## src/rtl/vga_sync_gen_if.sv

```systemverilog
// Signal bundle between the raster timing generator and the pixel source.
// The generator (master) receives the pixel enable and drives the timing outputs.
interface vga_sync_gen_if;
    logic       ce;
    logic       hsync;
    logic       vsync;
    logic       video_on;
    logic [9:0] pixel_x;
    logic [9:0] pixel_y;
    logic       line_start;
    logic       frame_start;

    modport master (
        input  ce,
        output hsync, vsync, video_on, pixel_x, pixel_y, line_start, frame_start
    );

    modport slave (
        output ce,
        input  hsync, vsync, video_on, pixel_x, pixel_y, line_start, frame_start
    );
endinterface

```

## src/rtl/vga_sync_gen.sv

```systemverilog
// Raster timing generator: horizontal/vertical counters plus sync, visible-area
// and line/frame strobes decoded combinationally from the registered counters.
module vga_sync_gen #(
    parameter int unsigned H_VISIBLE = 640,
    parameter int unsigned H_FP      = 16,
    parameter int unsigned H_SYNC    = 96,
    parameter int unsigned H_BP      = 48,
    parameter int unsigned V_VISIBLE = 480,
    parameter int unsigned V_FP      = 10,
    parameter int unsigned V_SYNC    = 2,
    parameter int unsigned V_BP      = 33,
    parameter logic        SYNC_POL  = 1'b0
) (
    input logic            clk,
    input logic            reset,
    vga_sync_gen_if.master vga
);

    localparam int unsigned H_TOTAL = H_VISIBLE + H_FP + H_SYNC + H_BP;
    localparam int unsigned V_TOTAL = V_VISIBLE + V_FP + V_SYNC + V_BP;

    localparam logic [9:0]  H_LAST     = 10'(H_TOTAL - 1);
    localparam logic [9:0]  V_LAST     = 10'(V_TOTAL - 1);
    // 11-bit bounds so a sync window ending exactly at 1024 still compares correctly
    localparam logic [10:0] H_VIS_END  = 11'(H_VISIBLE);
    localparam logic [10:0] H_SYNC_BEG = 11'(H_VISIBLE + H_FP);
    localparam logic [10:0] H_SYNC_END = 11'(H_VISIBLE + H_FP + H_SYNC);
    localparam logic [10:0] V_VIS_END  = 11'(V_VISIBLE);
    localparam logic [10:0] V_SYNC_BEG = 11'(V_VISIBLE + V_FP);
    localparam logic [10:0] V_SYNC_END = 11'(V_VISIBLE + V_FP + V_SYNC);

    typedef enum logic {
        ST_IDLE,
        ST_RUN
    } state_t;

    state_t      state;
    state_t      state_next;
    logic [9:0]  hcount;
    logic [9:0]  hcount_next;
    logic [9:0]  vcount;
    logic [9:0]  vcount_next;
    logic        running;
    logic [10:0] hx;
    logic [10:0] vx;
    logic        in_hsync;
    logic        in_vsync;

    // State and counter registers; reset wins over ce, ce=0 holds everything.
    always_ff @(posedge clk) begin
        if (reset) begin
            state  <= ST_IDLE;
            hcount <= '0;
            vcount <= '0;
        end else if (vga.ce) begin
            state  <= state_next;
            hcount <= hcount_next;
            vcount <= vcount_next;
        end
    end

    // Next state: the first enabled edge after reset only starts the raster,
    // subsequent ones advance the pixel position with line/frame wrap.
    always_comb begin
        state_next  = state;
        hcount_next = hcount;
        vcount_next = vcount;
        if (state == ST_IDLE) begin
            state_next = ST_RUN;
        end else if (hcount == H_LAST) begin
            hcount_next = '0;
            vcount_next = (vcount == V_LAST) ? '0 : vcount + 10'd1;
        end else begin
            hcount_next = hcount + 10'd1;
        end
    end

    // Output decode from the registered position, gated by running.
    always_comb begin
        running         = (state == ST_RUN);
        hx              = {1'b0, hcount};
        vx              = {1'b0, vcount};
        in_hsync        = running && (hx >= H_SYNC_BEG) && (hx < H_SYNC_END);
        in_vsync        = running && (vx >= V_SYNC_BEG) && (vx < V_SYNC_END);
        vga.hsync       = in_hsync ? SYNC_POL : ~SYNC_POL;
        vga.vsync       = in_vsync ? SYNC_POL : ~SYNC_POL;
        vga.video_on    = running && (hx < H_VIS_END) && (vx < V_VIS_END);
        vga.line_start  = running && (hcount == '0);
        vga.frame_start = running && (hcount == '0) && (vcount == '0);
        vga.pixel_x     = hcount;
        vga.pixel_y     = vcount;
    end

endmodule

```

## src/flat_wrapper.sv

```systemverilog
// flat-port wrapper written by rule: the top's interface ports become plain ports
module vga_sync_gen_flat 
#(
    parameter int unsigned H_VISIBLE = 640,
    parameter int unsigned H_FP      = 16,
    parameter int unsigned H_SYNC    = 96,
    parameter int unsigned H_BP      = 48,
    parameter int unsigned V_VISIBLE = 480,
    parameter int unsigned V_FP      = 10,
    parameter int unsigned V_SYNC    = 2,
    parameter int unsigned V_BP      = 33,
    parameter logic        SYNC_POL  = 1'b0
)
  (clk, reset, vga_ce, vga_hsync, vga_vsync, vga_video_on, vga_pixel_x, vga_pixel_y, vga_line_start, vga_frame_start);
  vga_sync_gen_if vga_i ();
  input logic clk;
  input logic reset;
  input wire logic [$bits(vga_i.ce)-1:0] vga_ce;
  output wire logic [$bits(vga_i.hsync)-1:0] vga_hsync;
  output wire logic [$bits(vga_i.vsync)-1:0] vga_vsync;
  output wire logic [$bits(vga_i.video_on)-1:0] vga_video_on;
  output wire logic [$bits(vga_i.pixel_x)-1:0] vga_pixel_x;
  output wire logic [$bits(vga_i.pixel_y)-1:0] vga_pixel_y;
  output wire logic [$bits(vga_i.line_start)-1:0] vga_line_start;
  output wire logic [$bits(vga_i.frame_start)-1:0] vga_frame_start;
  assign vga_i.ce = vga_ce;
  assign vga_hsync = vga_i.hsync;
  assign vga_vsync = vga_i.vsync;
  assign vga_video_on = vga_i.video_on;
  assign vga_pixel_x = vga_i.pixel_x;
  assign vga_pixel_y = vga_i.pixel_y;
  assign vga_line_start = vga_i.line_start;
  assign vga_frame_start = vga_i.frame_start;
  vga_sync_gen #(.H_VISIBLE(H_VISIBLE), .H_FP(H_FP), .H_SYNC(H_SYNC), .H_BP(H_BP), .V_VISIBLE(V_VISIBLE), .V_FP(V_FP), .V_SYNC(V_SYNC), .V_BP(V_BP), .SYNC_POL(SYNC_POL)) u_core (.clk(clk), .reset(reset), .vga(vga_i));
endmodule
```

## config.mk

```make
export PLATFORM = sky130hd
export DESIGN_NAME = vga_sync_gen_flat
export DESIGN_NICKNAME = d
export VERILOG_FILES = /design/src/rtl/vga_sync_gen_if.sv /design/src/rtl/vga_sync_gen.sv /design/src/flat_wrapper.sv
export SDC_FILE = /design/constraint.sdc
export NUM_CORES = 1
export LEC_CHECK = 0
export BUFFER_PORTS_ARGS = -buffer_cell sky130_fd_sc_hd__buf_2
export CAP_MARGIN = 30
export CORE_MARGIN = 5
export CORE_UTILIZATION = 45
export CTS_CLUSTER_DIAMETER = 30
export DETAILED_ROUTE_END_ITERATION = 16
export GPL_TIMING_DRIVEN = 0
export HOLD_SLACK_MARGIN = 0.12
export PLACE_DENSITY = 0.69
export SYNTH_ARGS = -nofsm -noshare
export SYNTH_HDL_FRONTEND = slang
export SYNTH_SLANG_ARGS = --single-unit
export TNS_END_PERCENT = 50
```

## constraint.sdc

```tcl
create_clock -name clk -period 4.5 [get_ports clk]
set_input_delay 0.225 -clock clk [delete_from_list [all_inputs] [get_ports clk]]
set_output_delay 0.225 -clock clk [all_outputs]
set_load 0.05 [all_outputs]
```

==> results of run 1 <==
## report_power, final
part | internal [mW] | total [mW] | switching (mW)
sequential | 0.188 | 0.192 | 0.00395
clock | 0.0345 | 0.0922 | 0.0577
combinational | 0.00907 | 0.0346 | 0.0255
## worst reg2reg max path: cells and delay by family (launching register included)
kind                     cells  cell delay [ps]
buffers and inverters        1              160
AND/OR/NAND/NOR              2              740
AO/OA/AOI/OAI                2              610
flip-flops                   1              410
adder cells (fa/ha/maj)      1              200
## flip-flops by register name, summed over array words and instances (netlist names)
name	count
u_core.vga.pixel_x	10
u_core.running	1
u_core.vga.pixel_y	10
## cells in the mapped netlist (2+ instances only)
cell and instances:
dfxtp_1 21, inv_1 7, nand4_1 5, and4_1 3, or4_1 4, o21ai_0 6, nor2b_1 2, nand2b_1 2
or3_1 5, nand3_1 8, nor4_1 3, o31ai_1 4, nand3b_1 2, a21oi_1 12, nor2_1 11, nand2_1 9
clkbuf_1 3, xnor2_1 7, nor3_1 6, ha_1 5, and3_1 2
## cells by family after synthesis
logic type | synth area share
flops | 0.370
simple gates | 0.352
buf+inv | 0.0430
fa+ha+maj | 0.0551
compound gates | 0.126
xor+xnor | 0.0540
## path summary, 6_finish.rpt
kind,endpoint,cells after the start
setup reg to reg,u_core.vga.pixel_y[9]$_SDFFE_PP0P_,6
hold reg to reg,u_core.vga.pixel_y[8]$_SDFFE_PP0P_,2
setup / recovery,u_core.vga.pixel_y[9]$_SDFFE_PP0P_,6
hold / removal,u_core.running$_SDFFE_PP0P_,3
## per-stage QoR
step / total power, mW / worst slack, ps / util
global route: 0.335 / 2130 / 0.542
detailed placement: 0.231 / 2260 / 0.531
finish: 0.319 / 2270 / 0.542
CTS: 0.324 / 2250 / 0.542
global placement: 0.230 / 2310 / 0.531
floorplan: 0.222 / 1910 / -
## routing by layer
metal	wire [um]	up-vias	GRT usage
li1	-	565	-
met1	1280	508	0.202
met2	1330	14	0.275
met3	93	2	0.0281
met4	15	0	0.0696
met5	0	-	0
## cell type report
class                           count  area (um2)  area share
Buffer                              4        22.5      0.0169
Clock buffer                        4        26.3      0.0198
Inverter                            7        26.3      0.0198
Multi-Input combinational cell    106         667       0.501
Sequential cell                    21         420       0.316
Tap cell                           30        37.5      0.0282
Timing Repair Buffer               26         130      0.0978
==> results.py, run 1 <==
metrics = {
    "route": {
        "drtAntennaViolNets": 0,
        "drtIter0Drc": 27,
        "via_count": 1089,
        "dr.pass1.iters": 4,
        "totalWireLength_um": 2710,
        "routedWlPerCell_um": 13.7,
        "vias_per_cell": 5.50,
        "drc": 0,
    },
    "yosys": {
        "syn_inst": 138,
        "yosysWarnings": 0,
        "ys_async_sr_fraction": 0,
        "ys_seq_area_frac": 0.370,
        "avgSynthCellArea_um2": 8.23,
        "ys_ff_latch": 21,
        "synth_edf_count": 0,
        "synth_top_area_cell": "dfxtp_1",
        "synth_cell_types": 32,
        "synthesis.area_mm2": 0.00114,
        "synth_area_leaders": "dfxtp_1, ha_1, xnor2_1, a21oi_1, nor2_1",
        "yosysTopAreaCellShare": 0.370,
        "ys.flop_type": "dfxtp_1",
        "synth_nets": 146,
    },
    "power": {
        "leakage_nw": 0.493,
        "vdd_drop_max_mv": 0.180,
        "power.density_mw_per_mm2": 240,
    },
    "final_layout": {
        "diodes": 0,
        "layout_commonest_cell": "buf_2",
        "syn_to_final_growth_pct": 17.1,
        "nets": 177,
        "final_cell_mix": "buf_2, dfxtp_1, a21oi_1",
        "drive_above_1_share": 0.190,
        "final_area_mm2": 0.00133,
        "num-fill-cells": 252,
        "layout.cells.non_filler": 198,
    },
    "clocking": {
        "root_buffer": "clkbuf_4",
        "cts_hold_buf": 0,
        "cts_resized": 0,
        "cts_made_buffers": 3,
        "postCtsSetupBuffers": 0,
        "cts_buffer_depth": 2,
        "clk-insertion-delay-late_ps": 300,
        "h-tree-depth": 1,
        "clock_sinks": 21,
        "path_clk_slew_ps": 120,
        "cts_tree": "done",
    },
    "worst_setup_path": {
        "path_cells": "ha_1, nand3_2, or4_4, buf_6, o21bai_1, a21oi_1",
        "startpoint": "u_core.vga.pixel_x[1]$_SDFFE_PP0P_",
        "reg2reg_from": "u_core.vga.pixel_x[1]$_SDFFE_PP0P_",
        "path_max_fanout": 10,
        "critical_path.top_delay_family": "simple AND/OR/NAND/NOR gates",
        "crit_type": "reg2reg",
        "r2r_slack_ps": 2270,
        "endpoint_kind": "register",
        "cpPeakStageDelay_ps": 580,
        "worstPathArrival_ps": 2400,
        "slowest_stage": "or4_4",
        "worstPathRequired_ps": 4680,
        "start_kind": "register",
        "cp_num_buf_inv": 1,
    },
    "place": {
        "port_buffers": 26,
        "place_hpwl_um": 2080,
        "place.gp.congestion": 0.849,
        "placed_area_mm2": 0.00130,
        "placed_cells": 194,
    },
    "floorplanning": {
        "dieArea_mm2": 0.00363,
        "fp-row-count": 18,
        "core_mm2": 0.00245,
        "die_w_um": 60.2,
        "start_util": 0.463,
        "die_h_um": 60.2,
        "io_pins": 28,
    },
    "hold_path": {
        "holdCritStartpoint": "vga_ce",
        "min_path_type": "in2reg",
    },
    "sta": {
        "tightest_slew_ps": 627,
        "skew_ps": 9.28,
        "timing.hold.ws_ps": 202,
        "drv_slew": 0,
        "fmaxAchievable_mhz": 449,
        "min_period_ps": 2230,
        "rsz0062_at_grt": "no",
        "min_period_over_period": 0.495,
        "hold_viol": 0,
        "setup_viol": 0,
        "maxSlewHeadroom": 0.581,
        "fin_setup_tns_ps": 0,
    },
    "grt": {
        "antenna_found_initial": 0,
        "grt.overflow.total": 0,
        "grt_pass1_vias": 1040,
        "grt_start_max_net_pins": 12,
        "grt_pass1_wl_um": 4460,
        "grt.total_usage": 0.163,
    },
    "flow_run": {
        "cap_violations": 0,
    },
    "run_status": {
        "status": "completed",
    },
}
Power figures use the tool's default switching activity.
==> inputs of run 2 (changes only) <==
--- a/config.mk
+++ b/config.mk
@@ -5,6 +5,7 @@
 export SDC_FILE = /design/constraint.sdc
 export NUM_CORES = 1
 export LEC_CHECK = 0
+export ABC_AREA = 1
 export BUFFER_PORTS_ARGS = -buffer_cell sky130_fd_sc_hd__buf_2
 export CAP_MARGIN = 30
 export CORE_MARGIN = 5
@@ -13,7 +14,7 @@
 export DETAILED_ROUTE_END_ITERATION = 16
 export GPL_TIMING_DRIVEN = 0
 export HOLD_SLACK_MARGIN = 0.12
-export PLACE_DENSITY = 0.69
+export PLACE_DENSITY = 0.71
 export SYNTH_ARGS = -nofsm -noshare
 export SYNTH_HDL_FRONTEND = slang
 export SYNTH_SLANG_ARGS = --single-unit
==> constraint.sdc (replaced) <==
create_clock -name clk -period 1.85 [get_ports clk]
set_input_delay 0.0925 -clock clk [delete_from_list [all_inputs] [get_ports clk]]
set_output_delay 0.0925 -clock clk [all_outputs]
set_load 0.05 [all_outputs]
==> run 2 against run 1 <==
  * Area after synthesis increased by 14%
  * Clock power increased by 140%
  * Utilization is 1.8 points higher
  * Synthesized cell count grew 42%
  * Count of clock-buffer cells in the layout down 1
  * First-iteration DRC count increased by 37%
  * Via count grew 17%
  * Highest routed layer unchanged
  * Sequential power increased by 140%
  * Clock skew decreased by 5.1 ps
==> results.py, run 2 <==
metrics = {
    "yosys": {
        "synth_area_leaders": "dfxtp_1, nand2_1, nor2_1, inv_1, nand3_1",
        "yosysMostFrequentCell": "nand2_1",
        "ys_seq_area_frac": 0.325,
        "synth_edf_count": 0,
        "synthesis.area_mm2": 0.00129,
        "avgSynthCellArea_um2": 6.59,
        "yosysWarnings": 0,
        "ys_ff_latch": 21,
        "ys_async_sr_fraction": 0,
        "synth_top_area_cell": "dfxtp_1",
        "yosysTopAreaCellShare": 0.325,
        "syn_inst": 196,
        "netlist_top_cells_count": "nand2_1, nor2_1, inv_1",
        "ys.flop_type": "dfxtp_1",
        "synth_nets": 204,
        "synth_cell_types": 24,
    },
    "sta": {
        "min_period_over_period": 0.927,
        "skew_ps": 4.16,
        "fmaxAchievable_mhz": 583,
        "hold_viol": 0,
        "timing.hold.ws_ps": 523,
        "rsz0062_at_grt": "no",
        "setup_ws_ps": 135,
        "maxSlewHeadroom": 0.786,
        "min_period_ps": 1710,
        "tightest_slew_ps": 318,
        "setup_viol": 0,
        "drv_slew": 0,
        "fin_setup_tns_ps": 0,
    },
    "worst_setup_path": {
        "endpoint_kind": "primary output",
        "worstPathRequired_ps": 1760,
        "crit_type": "reg2out",
        "path_max_fanout": 6,
        "start_kind": "register",
        "worstPathArrival_ps": 1620,
    },
    "power": {
        "pwr-share-comb": 0.120,
        "intPower_mw": 0.566,
        "swShare": 0.275,
        "p_switching_mw": 0.215,
        "power.density_mw_per_mm2": 506,
        "vdd_drop_max_mv": 0.416,
        "p_seq_frac": 0.593,
        "leakage_nw": 0.796,
        "power_frac_clock": 0.288,
    },
    "route": {
        "drc": 0,
        "via_count": 1269,
        "drtAntennaViolNets": 0,
        "routedWlPerCell_um": 10.9,
        "drtIter0Drc": 37,
        "vias_per_cell": 4.88,
        "totalWireLength_um": 2830,
        "dr.pass1.iters": 4,
    },
    "run_status": {
        "status": "completed",
    },
    "place": {
        "port_buffers": 27,
        "pre_cts_ws_ps": 341,
        "place.gp.congestion": 0.839,
        "place_hpwl_um": 2260,
    },
    "final_layout": {
        "drive_above_1_share": 0.231,
        "diodes": 0,
        "final_cell_mix": "nand2_1, nor2_1, inv_1",
        "layout_commonest_cell": "nand2_1",
        "syn_to_final_growth_pct": 19.4,
        "nets": 238,
    },
    "clocking": {
        "cts_tree": "done",
        "root_buffer": "clkbuf_4",
        "cts_made_buffers": 3,
        "cts_buffer_depth": 2,
        "clock_sinks": 21,
        "h-tree-depth": 1,
        "path_clk_slew_ps": 120,
        "clk-insertion-delay-late_ps": 310,
    },
    "grt": {
        "grt.overflow.total": 0,
        "grt_pass1_wl_um": 4860,
        "grt.total_usage": 0.147,
        "antenna_found_initial": 0,
        "grt_start_max_net_pins": 13,
        "grt_pass1_vias": 1094,
    },
    "floorplanning": {
        "start_util": 0.469,
        "dieArea_mm2": 0.00404,
        "core_mm2": 0.00276,
        "fp-row-count": 19,
        "io_pins": 28,
        "die_w_um": 63.6,
        "die_h_um": 63.6,
    },
    "hold_path": {
        "min_path_type": "reg2reg",
    },
    "flow_run": {
        "cap_violations": 0,
    },
}
==> run 2: cells by family (layout without fill, tap and decap cells) <==
kind of cell,after synthesis,in the layout,synth area share
xor gates and xnor gates,3,3,0.0203
and+or+nand+nor,124,124,0.465
AOI/OAI and AO/OA,10,10,0.0455
buffers and inverters,33,66,0.0958
DFF,21,21,0.325
adders and majority gates,5,5,0.0484
==> run 2: cell type report <==
class | count | area [um2]
flip-flops and latches | 21 | 420
clock buffers | 3 | 22.5
repair buffers | 29 | 158
multi-input cells | 142 | 774
clock inverters | 1 | 5.00
inverters | 33 | 124
fillers | 279 | 1210
well taps | 31 | 38.8
==> run 2: stage by stage <==
stage | utilization | cell area [um2] | power (mW) | std cells
after floorplan | - | 1310 | 0.541 | 196
after global placement | 0.539 | 1490 | 0.562 | 254
after detailed placement | 0.539 | 1490 | 0.563 | 254
after CTS | 0.557 | 1540 | 0.790 | 260
after global routing | 0.559 | 1540 | 0.822 | 260
final | 0.559 | 1540 | 0.781 | 260
==> run 2: critical path, cell delays in order, from the launching register on <==
cell	delay, ps
dfxtp_1	380
inv_1	110
ha_1	180
nand4_1	150
nor4_4	250
buf_4	240
==> run 2: path summary, 6_finish.rpt <==
check / from / end / slack [ps] / cells past startpoint
max: u_core.vga.pixel_y[0]$_SDFFE_PP0P_ / vga_frame_start / 140 / 5
min: u_core.vga.pixel_x[9]$_SDFFE_PP0P_ / u_core.vga.pixel_x[9]$_SDFFE_PP0P_ / 520 / 2
max reg2reg: u_core.vga.pixel_x[0]$_SDFFE_PP0P_ / u_core.vga.pixel_y[5]$_SDFFE_PP0P_ / 330 / 8
min reg2reg: u_core.vga.pixel_x[9]$_SDFFE_PP0P_ / u_core.vga.pixel_x[9]$_SDFFE_PP0P_ / 520 / 2
==> run 2: what timing repair did <==
| item | CTS | global route |
|---|---|---|
| endpoints found under the setup margin | 0 | 2 |
| hold buffers | 2 | 0 |
| hold endpoints to repair | 3 | 0 |
| setup buffers | 0 | 0 |
| gates resized for setup | 0 | 3 |
==> run 2: per-layer routing <==
layer	GRT usage	wire length, um
met1	0.193	1320
met2	0.237	1320
met3	0.0266	139
met4	0.0545	48
met5	0	0
==> run 2: power by group through the flow <==
stage | sequential [mW] | clock [mW] | combinational [mW]
after global routing | 0.464 | 0.257 | 0.101
final | 0.463 | 0.225 | 0.0936
after global placement | 0.473 | 0 | 0.0895
after CTS | 0.463 | 0.233 | 0.0937
after detailed placement | 0.473 | 0 | 0.0907
after floorplan | 0.482 | 0 | 0.0591
